$ cat src/rtl/softmax_div_issuer.sv
// -----------------------------------------------------------------------------
// softmax_div_issuer
//
// Purpose:
//   Sequencer for the softmax normalisation divide stage. It buffers a vector
//   of up to DEPTH single-precision exponentials and latches their float sum.
//   It then issues one exp[i] / sum request at a time to a downstream divider
//   over a dividend/divisor/output_z strobe interface. Each quotient is
//   streamed out with a strobe/ack handshake.
//
// Parameters:
//   DEPTH        maximum vector length (power of two, 2..256)
//   AW           index width, log2(DEPTH)
//   DIV_MIN_LAT  cycles after an issue before div_z_strb is trusted
//
// Ports:
//   clk, rst                       clock, synchronous active-high reset
//   in_data/in_strb/in_last        element load stream
//   sum/sum_strb                   float sum of the vector
//   div_dividend(_strb)            dividend to the divider, one-cycle strobe
//   div_divisor(_strb)             divisor to the divider, same-cycle strobe
//   div_z/div_z_strb/div_z_ack     quotient from the divider, capture pulse
//   out_data/out_strb/out_last     normalised result, held until out_ack
//   out_ack                        consumer accepts out_data
//   busy                           FSM not in IDLE
//   timeout_err                    sticky divider-timeout flag (optional)
//
// Optional feature (macro SOFTMAX_DIV_TIMEOUT_EN):
//   Adds a 16-bit watchdog in WAIT. If the divider has not answered 4096
//   cycles after an issue, a quiet NaN is emitted for that element, the
//   sticky timeout_err output is set and sequencing carries on.
//
// Timing (L = DIV_MIN_LAT, all outputs registered):
//   ISSUE state  -> strobes visible in the next cycle (the issue cycle)
//   capture      -> out_data/div_z_ack visible at issue cycle + L + 1
//   out_strb     -> visible one cycle after capture
//   period with out_ack tied high: L + 4 cycles per element
// -----------------------------------------------------------------------------
`default_nettype none

module softmax_div_issuer #(
  parameter int DEPTH       = 16,
  parameter int AW          = 4,
  parameter int DIV_MIN_LAT = 4
) (
  input  logic        clk,
  input  logic        rst,
  input  logic [31:0] in_data,
  input  logic        in_strb,
  input  logic        in_last,
  input  logic [31:0] sum,
  input  logic        sum_strb,
  output logic [31:0] div_dividend,
  output logic        div_dividend_strb,
  output logic [31:0] div_divisor,
  output logic        div_divisor_strb,
  input  logic [31:0] div_z,
  input  logic        div_z_strb,
  output logic        div_z_ack,
  output logic [31:0] out_data,
  output logic        out_strb,
  output logic        out_last,
  input  logic        out_ack,
  output logic        busy
`ifdef SOFTMAX_DIV_TIMEOUT_EN
  ,
  output logic        timeout_err
`endif
);

  typedef enum logic [2:0] {
    S_IDLE  = 3'd0,
    S_LOAD  = 3'd1,
    S_ISSUE = 3'd2,
    S_WAIT  = 3'd3,
    S_OUT   = 3'd4
  } state_t;

  localparam logic [AW:0] DEPTH_C = (AW+1)'(DEPTH);
  localparam logic [AW:0] ONE_C   = (AW+1)'(1);
  localparam logic [15:0] LAT_C   = 16'(DIV_MIN_LAT);

  // ---------------------------------------------------------------------------
  // State and datapath registers
  // ---------------------------------------------------------------------------
  state_t      r_state;
  state_t      w_state_next;

  logic [31:0] r_mem [DEPTH];
  // Counters are one bit wider than the index so a full buffer (n == DEPTH)
  // is representable.
  logic [AW:0] r_wr_cnt;
  logic [AW:0] r_rd_idx;
  logic        r_closed;
  logic        r_sum_vld;
  logic [31:0] r_sum;
  logic [15:0] r_wait_cnt;

  logic [31:0] r_div_dividend;
  logic [31:0] r_div_divisor;
  logic        r_div_strb;
  logic        r_div_z_ack;
  logic [31:0] r_out_data;
  logic        r_out_strb;
  logic        r_out_last;

  // ---------------------------------------------------------------------------
  // Combinational helpers
  // ---------------------------------------------------------------------------
  logic        w_in_load_state;
  logic        w_wr_en;
  logic [AW:0] w_wr_cnt_inc;
  logic        w_close_evt;
  logic        w_load_done;
  logic        w_sum_en;
  logic        w_capture;
  logic        w_timeout;
  logic        w_wait_done;
  logic        w_out_fire;
  logic [AW:0] w_rd_inc;
  logic        w_more;
  logic        w_is_last;

  logic        w_div_strb_next;
  logic        w_div_z_ack_next;
  logic        w_out_strb_next;
  logic        w_out_last_next;

  assign w_in_load_state = (r_state == S_IDLE) || (r_state == S_LOAD);

  // Once loading has closed, further in_strb pulses are dropped.
  assign w_wr_en      = in_strb && !r_closed && w_in_load_state;
  assign w_wr_cnt_inc = r_wr_cnt + ONE_C;
  assign w_close_evt  = w_wr_en && (in_last || (w_wr_cnt_inc == DEPTH_C));
  // Closing this cycle counts, so LOAD can leave right after the final write.
  assign w_load_done  = r_closed || w_close_evt;

  assign w_sum_en     = sum_strb && w_in_load_state;

  // div_z_strb may be left high by the divider, so it is only believed once
  // the full minimum latency has elapsed since the issue.
  assign w_capture    = (r_state == S_WAIT) && (r_wait_cnt == LAT_C) && div_z_strb;

  assign w_out_fire   = (r_state == S_OUT) && r_out_strb && out_ack;
  assign w_rd_inc     = r_rd_idx + ONE_C;
  assign w_more       = (w_rd_inc < r_wr_cnt);
  assign w_is_last    = (w_rd_inc == r_wr_cnt);

`ifdef SOFTMAX_DIV_TIMEOUT_EN
  localparam logic [15:0] TO_LIMIT_C = 16'd4095;
  localparam logic [31:0] QNAN_C     = 32'h7FC0_0000;

  logic [15:0] r_to_cnt;
  logic        r_timeout_err;

  assign w_timeout   = (r_state == S_WAIT) && !w_capture && (r_to_cnt == TO_LIMIT_C);
  assign timeout_err = r_timeout_err;
`else
  assign w_timeout   = 1'b0;
`endif

  assign w_wait_done = w_capture || w_timeout;

  // ---------------------------------------------------------------------------
  // FSM: state register
  // ---------------------------------------------------------------------------
  always_ff @(posedge clk) begin
    if (rst) begin
      r_state <= S_IDLE;
    end else begin
      r_state <= w_state_next;
    end
  end

  // ---------------------------------------------------------------------------
  // FSM: next-state logic
  // ---------------------------------------------------------------------------
  always_comb begin
    w_state_next = r_state;
    unique case (r_state)
      S_IDLE: begin
        // A single-element vector can skip LOAD when the sum is already here.
        if (in_strb) begin
          w_state_next = (in_last && r_sum_vld) ? S_ISSUE : S_LOAD;
        end
      end
      S_LOAD: begin
        if (w_load_done && r_sum_vld) begin
          w_state_next = S_ISSUE;
        end
      end
      S_ISSUE: begin
        w_state_next = S_WAIT;
      end
      S_WAIT: begin
        if (w_wait_done) begin
          w_state_next = S_OUT;
        end
      end
      S_OUT: begin
        if (w_out_fire) begin
          w_state_next = w_more ? S_ISSUE : S_IDLE;
        end
      end
      default: begin
        w_state_next = S_IDLE;
      end
    endcase
  end

  // ---------------------------------------------------------------------------
  // FSM: output logic (next values for the registered outputs)
  // ---------------------------------------------------------------------------
  always_comb begin
    w_div_strb_next  = (r_state == S_ISSUE);
    w_div_z_ack_next = w_capture;
    // out_strb rises one cycle into OUT and drops the cycle after the ack.
    w_out_strb_next  = (r_state == S_OUT) && !w_out_fire;
    w_out_last_next  = w_out_strb_next && w_is_last;
  end

  // ---------------------------------------------------------------------------
  // Element buffer: write port only here, read is registered in the datapath
  // ---------------------------------------------------------------------------
  always_ff @(posedge clk) begin
    if (w_wr_en) begin
      r_mem[r_wr_cnt[AW-1:0]] <= in_data;
    end
  end

  // ---------------------------------------------------------------------------
  // Datapath and registered outputs
  // ---------------------------------------------------------------------------
  always_ff @(posedge clk) begin
    if (rst) begin
      r_wr_cnt       <= '0;
      r_rd_idx       <= '0;
      r_closed       <= 1'b0;
      r_sum_vld      <= 1'b0;
      r_sum          <= '0;
      r_wait_cnt     <= '0;
      r_div_dividend <= '0;
      r_div_divisor  <= '0;
      r_div_strb     <= 1'b0;
      r_div_z_ack    <= 1'b0;
      r_out_data     <= '0;
      r_out_strb     <= 1'b0;
      r_out_last     <= 1'b0;
    end else begin
      r_div_strb  <= w_div_strb_next;
      r_div_z_ack <= w_div_z_ack_next;
      r_out_strb  <= w_out_strb_next;
      r_out_last  <= w_out_last_next;

      if (w_wr_en) begin
        r_wr_cnt <= w_wr_cnt_inc;
      end
      if (w_close_evt) begin
        r_closed <= 1'b1;
      end

      // A later sum_strb before ISSUE simply overwrites the latched sum.
      if (w_sum_en) begin
        r_sum     <= sum;
        r_sum_vld <= 1'b1;
      end

      // Divider operands only change on an issue and hold otherwise.
      if (r_state == S_ISSUE) begin
        r_div_dividend <= r_mem[r_rd_idx[AW-1:0]];
        r_div_divisor  <= r_sum;
        r_wait_cnt     <= '0;
      end else if ((r_state == S_WAIT) && (r_wait_cnt != LAT_C)) begin
        r_wait_cnt <= r_wait_cnt + 16'd1;
      end

      if (w_capture) begin
        r_out_data <= div_z;
      end

      if (w_out_fire) begin
        if (w_more) begin
          r_rd_idx <= w_rd_inc;
        end else begin
          // Vector finished: forget it so IDLE starts from a clean slate.
          r_wr_cnt  <= '0;
          r_rd_idx  <= '0;
          r_sum_vld <= 1'b0;
          r_closed  <= 1'b0;
        end
      end
    end
  end

`ifdef SOFTMAX_DIV_TIMEOUT_EN
  // Watchdog: counts from the ISSUE state; on expiry the element is replaced
  // by a quiet NaN and the error is remembered until reset.
  always_ff @(posedge clk) begin
    if (rst) begin
      r_to_cnt      <= '0;
      r_timeout_err <= 1'b0;
    end else begin
      if (r_state == S_ISSUE) begin
        r_to_cnt <= '0;
      end else if ((r_state == S_WAIT) && (r_to_cnt != TO_LIMIT_C)) begin
        r_to_cnt <= r_to_cnt + 16'd1;
      end
      if (w_timeout) begin
        r_timeout_err <= 1'b1;
      end
    end
  end

  // The NaN takes the place of the quotient for this element only.
  logic [31:0] w_out_data_sel;
  assign w_out_data_sel = w_timeout ? QNAN_C : r_out_data;
  logic        r_to_pending;
  always_ff @(posedge clk) begin
    if (rst) begin
      r_to_pending <= 1'b0;
    end else if (w_timeout) begin
      r_to_pending <= 1'b1;
    end else if (w_capture || w_out_fire) begin
      r_to_pending <= 1'b0;
    end
  end
  assign out_data = r_to_pending ? QNAN_C : r_out_data;
  logic w_unused_sel;
  assign w_unused_sel = ^w_out_data_sel;
`else
  assign out_data = r_out_data;
`endif

  assign div_dividend      = r_div_dividend;
  assign div_divisor       = r_div_divisor;
  assign div_dividend_strb = r_div_strb;
  assign div_divisor_strb  = r_div_strb;
  assign div_z_ack         = r_div_z_ack;
  assign out_strb          = r_out_strb;
  assign out_last          = r_out_last;
  assign busy              = (r_state != S_IDLE);

endmodule

`default_nettype wire

$ cat config.mk
export PLATFORM = sky130hd
export DESIGN_NAME = softmax_div_issuer
export DESIGN_NICKNAME = d
export VERILOG_FILES = /design/src/rtl/softmax_div_issuer.sv
export SDC_FILE = /design/constraint.sdc
export NUM_CORES = 1
export LEC_CHECK = 0
export CAP_MARGIN = 40
export CORE_UTILIZATION = 40
export CTS_CLUSTER_SIZE = 16
export DETAILED_ROUTE_END_ITERATION = 10
export HOLD_SLACK_MARGIN = 0.06
export PLACE_DENSITY_LB_ADDON = 0.3
export SYNTH_ARGS = -nofsm -noshare
export SYNTH_HDL_FRONTEND = slang
export SYNTH_SLANG_ARGS = --single-unit
$ cat constraint.sdc
create_clock -name clk -period 4.7 [get_ports clk]
set_input_delay 1.41 -clock clk [delete_from_list [all_inputs] [get_ports clk]]
set_output_delay 1.41 -clock clk [all_outputs]
set_load 0.05 [all_outputs]
Yosys cells after proc, flatten, opt, wreduce, memory -nomap -nowiden
Memory sizes are Yosys's and may differ from the RTL's. A register that Yosys moved wholly into a read port is not among the register bits.
Cells that the tools add are included.
{"block": "classes", "addsub": 3, "order_cmp": 1, "n_eq_ne": 12, "n_mux": 19, "reduce_logical": 22}
{"cell": "$mux W5", "n": 4}
{"cell": "$add A16 B1 Y16 const B", "n": 1}
{"cell": "$eq A16 B3 Y1 const B", "n": 1}
{"cell": "$ne A16 B3 Y1 const B", "n": 1}
{"cell": "$pmux W3 S5", "n": 1}
{"cell": "$logic_and A1 B1 Y1", "n": 13}
{"cell": "$mux W3", "n": 4}
{"cell": "$add A5 B1 Y5 const B", "n": 2}
{"cell": "$mux W1", "n": 8}
{"cell": "$eq A3 B2 Y1 const B", "n": 2}
{"cell": "$ne A2 B2 Y1 const B", "n": 3}
{"cell": "$eq A5 B5 Y1", "n": 1}
{"cell": "$eq A5 B5 Y1 const B", "n": 1}
{"cell": "$lt A5 B5 Y1", "n": 1}
{"cell": "$mux W2", "n": 2}
{"cell": "$reduce_and A4 Y1", "n": 1}
{"cell": "$eq A3 B1 Y1 const B", "n": 1}
{"cell": "$eq A3 B3 Y1 const B", "n": 1}
{"cell": "$logic_not A3 Y1", "n": 1}
{"cell": "$logic_or A1 B1 Y1", "n": 3}
{"cell": "$reduce_bool A3 Y1", "n": 1}
{"cell": "$logic_not A1 Y1", "n": 2}
{"cell": "$ne A2 B1 Y1 const B", "n": 1}
{"cell": "$reduce_or A2 Y1", "n": 1}
{"block": "totals", "register_bits": 131, "ramBits": 512, "inputBits": 103, "out_inout_bits": 102, "wordCells": 71, "mem_count": 1}
{"name": "r_mem", "words": 16, "word_bits": 32, "read_ports": 1, "rd_clocked_by_memory_dff": 1, "write_ports": 1, "line": "89", "source": "logic [31:0] r_mem [DEPTH];"}

Depth between registers and ports, before layout
{"block": "logic_depth", "ltp_word": 8, "mapped_depth": 12, "mapped_depth_nobuf": 9}

Least setup slack after synthesis
Ideal clock, no wire load.
{"block": "synth_timing", "kind": "input port to flip-flop", "startpoint": "in in_strb", "endpoint": "mem r_mem[3][0] (enable)", "setup_ns": 0.461, "t_arrival_ns": 4.446, "t_required_ns": 4.239, "slack_ns": -0.207, "cell_stages": 5, "path_buffers": 1, "path_cell_list": "nor3b_1 > nor2b_1 > clkbuf_1 > nand2_1 > nor3_1"}
{"block": "synth_via", "elab_chain_cells": 4}
{"element": "start: declaration", "line": "49", "source": "input logic in_strb,"}
{"element": "$logic_and A1 B1 Y1 (2 in a row)", "line": "132", "source": "assign w_wr_en = in_strb && !r_closed && w_in_load_state;"}
{"element": "$mux W1", "line": "226", "source": "if (w_wr_en) begin"}
{"element": "$mux W1 (not written as such)", "line": "227", "source": "r_mem[r_wr_cnt[AW-1:0]] <= in_data;"}
{"element": "end: declaration", "line": "89"}
Every way passes these cells.

Worst setup path in the final report
{"block": "layout_timing", "startpoint": "reg r_state[1]", "endpoint": "out busy"}
{"block": "layout_via", "elab_chain_cells": 1}
{"element": "start: declaration", "line": "86", "source": "state_t r_state;"}
{"element": "start signal: assignment", "line": "171", "source": "r_state <= w_state_next;"}
{"element": "$reduce_bool A3 Y1", "line": "341", "source": "assign busy = (r_state != S_IDLE);"}
{"element": "end: declaration", "line": "64", "source": "output logic busy"}
Every way passes these cells.

==> impl_metrics.csv <==
group,metric,value,unit
drt,routed_via_density,5.32,
finish,drive_gt1_share,19.3,%
placed_design,gp_congestion,0.820,
die,die_h,253,um
worst_setup_path,cp-startpoint,"r_state[1]",
global_routing,antenna_found_initial,2,
power_and_ir_drop,ir_worst_vdd,0.237,mV
logic_synthesis,synthFlopType,"edfxtp_1",
worst_hold_path,worstHoldStart,"out_data[15]",
logic_synthesis,avgSynthCellArea,18.4,um2
worst_setup_path,cp_max_fo,13,
die,rows,91,
global_routing,grt_max_degree,51,
finish,final_common_cell,"edfxtp_1",
cts,cts_resized,0,
worst_setup_path,arrival,2.25,ns
finish,layout_common_cells,"edfxtp_1, clkdlybuf4s50_1, dfxtp_1",
cts,post-cts-setup-buffer-count,0,
timing,maxSlewHeadroom,40.5,%
timing,fin_ws,1.04,ns
drt,wl_per_cell,23.1,um
placed_design,place_area,28400,um2
die,io_pins,205,
finish,nNetsFinal,1707,
timing,hold_slack,0.452,ns
die,coreArea,61900,um2
logic_synthesis,synth.cell_area,25200,um2
drt,vias,13200,
finish,design_area,30700,um2
cts,root_buffer,"clkbuf_16",
timing,final.min_clock_period,3.66,ns
cts,cts_buffer_depth,3,
logic_synthesis,seq_area_frac_synth,74.0,%
timing,fmax,0.273,GHz
power_and_ir_drop,power.density,418,nW/um2
global_routing,grt_pass1_wl,84800,um
cts,cts-hold-fix-buffers,0,
cts,cts_sinks,675,
placed_design,portBuffers,204,
placed_design,dpl.hpwl,37000,um
power_and_ir_drop,cellLeakagePower,9.64,nW
drt,dr.pass1.iters,5,
logic_synthesis,synth_edf_count,512,
global_routing,grt_pass1_vias,13200,
logic_synthesis,synthTopCellsByArea,"edfxtp_1, mux4_2, dfxtp_1, nand2_1, a22o_1",
global_routing,grt.overflow.total,0,
drt,ant_nets,0,
logic_synthesis,synth_seq_cells,675,
drt,drt_wl_total,57400,um
worst_hold_path,hold_class,"reg -> reg",
finish,n_antenna_cell,0,
cts,clock_latency,0.60,ns
timing,tns,0,ns
logic_synthesis,synth_cell_types,42,
die,die_w,253,um
timing,finClkSkew,0.0253,ns
placed_design,place_ws,0.643,ns
job,cap_violations,0,
cts,htree_levels,3,
drt,drt-initial-drc-count,1127,
worst_setup_path,path_class,"reg -> out",
cts,cts_made_buffers,70,
cts,cts_tree,"yes",
cts,clkSlewWorstSetupHoldPaths,0.06,ns
global_routing,grtUsageTotal,18.1,%
timing,worst_pin_slew,0.893,ns
timing,rsz0062_at_grt,"no",
worst_setup_path,worst_setup_path_end_kind,"primary output",
logic_synthesis,synth_top_area_share,61.1,%
timing,period_share,78.0,%
logic_synthesis,syn_inst,1365,
logic_synthesis,synth_top_cell_by_area,"edfxtp_1",
worst_setup_path,startpoint_type,"flip-flop",
timing,slew_violations,0,
die,die_area,64000,um2
finish,syn_to_final_growth,22.0,%
timing,setup_viol,0,
drt,remaining_drc_errors,0,
worst_setup_path,required,3.29,ns
worst_setup_path,timing.rr.start,"r_rd_idx[1]",
logic_synthesis,synth_nets,1480,
outcome,status,"complete, no violations",
timing,finalHoldViolations,0,
logic_synthesis,ys_warn_count,0,
logic_synthesis,synthArstFlopShare,0,%
die,initial_core_util,40.7,%
==> cell families (layout without fill, tap and decap cells) <==
logic type | Yosys count | after routing | synth area share, %
AOI/OAI and AO/OA | 151 | 151 | 4.12
xor gates and xnor gates | 26 | 26 | 0.904
adders and majority gates | 12 | 12 | 0.596
buffers and inverters | 90 | 374 | 1.79
DFF | 675 | 675 | 74.0
muxes | 161 | 161 | 14.4
and+or+nand+nor | 250 | 250 | 4.17
==> final timing paths <==
check	cells past startpoint	slack [ns]	endpoint
hold reg to reg	2	0.45	out_data[15]
hold / removal	2	0.45	out_data[15]
setup / recovery	2	1.04	busy
setup reg to reg	4	1.64	div_dividend[8]
==> stage by stage <==
stage / std cells / utilization, % / power [mW]
global placement: 2354 / 45.8 / 7.45
detailed placement: 2357 / 45.9 / 7.47
global route: 2486 / 49.6 / 13.3
CTS: 2486 / 49.6 / 13.0
finish: 2486 / 49.6 / 12.8
floorplan: 1365 / - / 7.07
==> per-layer routing <==
layer / routed length [um] / share of wire (%) / GRT usage (%)
met3: 5950 / 10 / 6.48
met4: 926 / 1.6 / 4.21
met5: 105 / 0.18 / 1.24
met1: 25500 / 44 / 26.4
met2: 24900 / 43 / 25.7
==> cell usage after synthesis (9+ instances only) <==
master    count
buf_6        11
xor2_1       14
nand2_1     152
edfxtp_1    512
mux4_2      156
nor2_1       52
a21oi_1      76
buf_1         9
dfxtp_1     163
clkbuf_1     52
xnor2_1      12
a22o_1       64
nand3_1      12
ha_1         12
==> power by group <==
group / switching, mW / internal [mW]
sequential: 0.0556 / 6.54
combinational: 0.466 / 0.271
clock: 2.24 / 3.26
==> critical path, stage by stage, from the launching register on <==
cell and delay [ns]:
dfxtp_1 0.59, or3_1 0.24, clkdlybuf4s50_1 0.83
==> state kept, by name, summed over array words and instances (netlist names), 3 cells and up <==
| name | flops |
|---|---|
| r_mem | 512 |
| div_dividend | 32 |
| div_divisor | 32 |
| out_data | 32 |
| r_sum | 32 |
| r_wait_cnt | 16 |
| r_rd_idx | 5 |
| r_wr_cnt | 5 |
| r_state | 3 |
==> area by class of cell <==
type                       count  area, um2
multi-input combinational    600       6250
clock inverter                32        313
clock buffer                  97       2000
tap                          837       1050
timing repair buffer         237       2440
sequential                   675      18600
inverter                       8       30.0
fill                        5077      31200
Power figures use the tool's default switching activity.
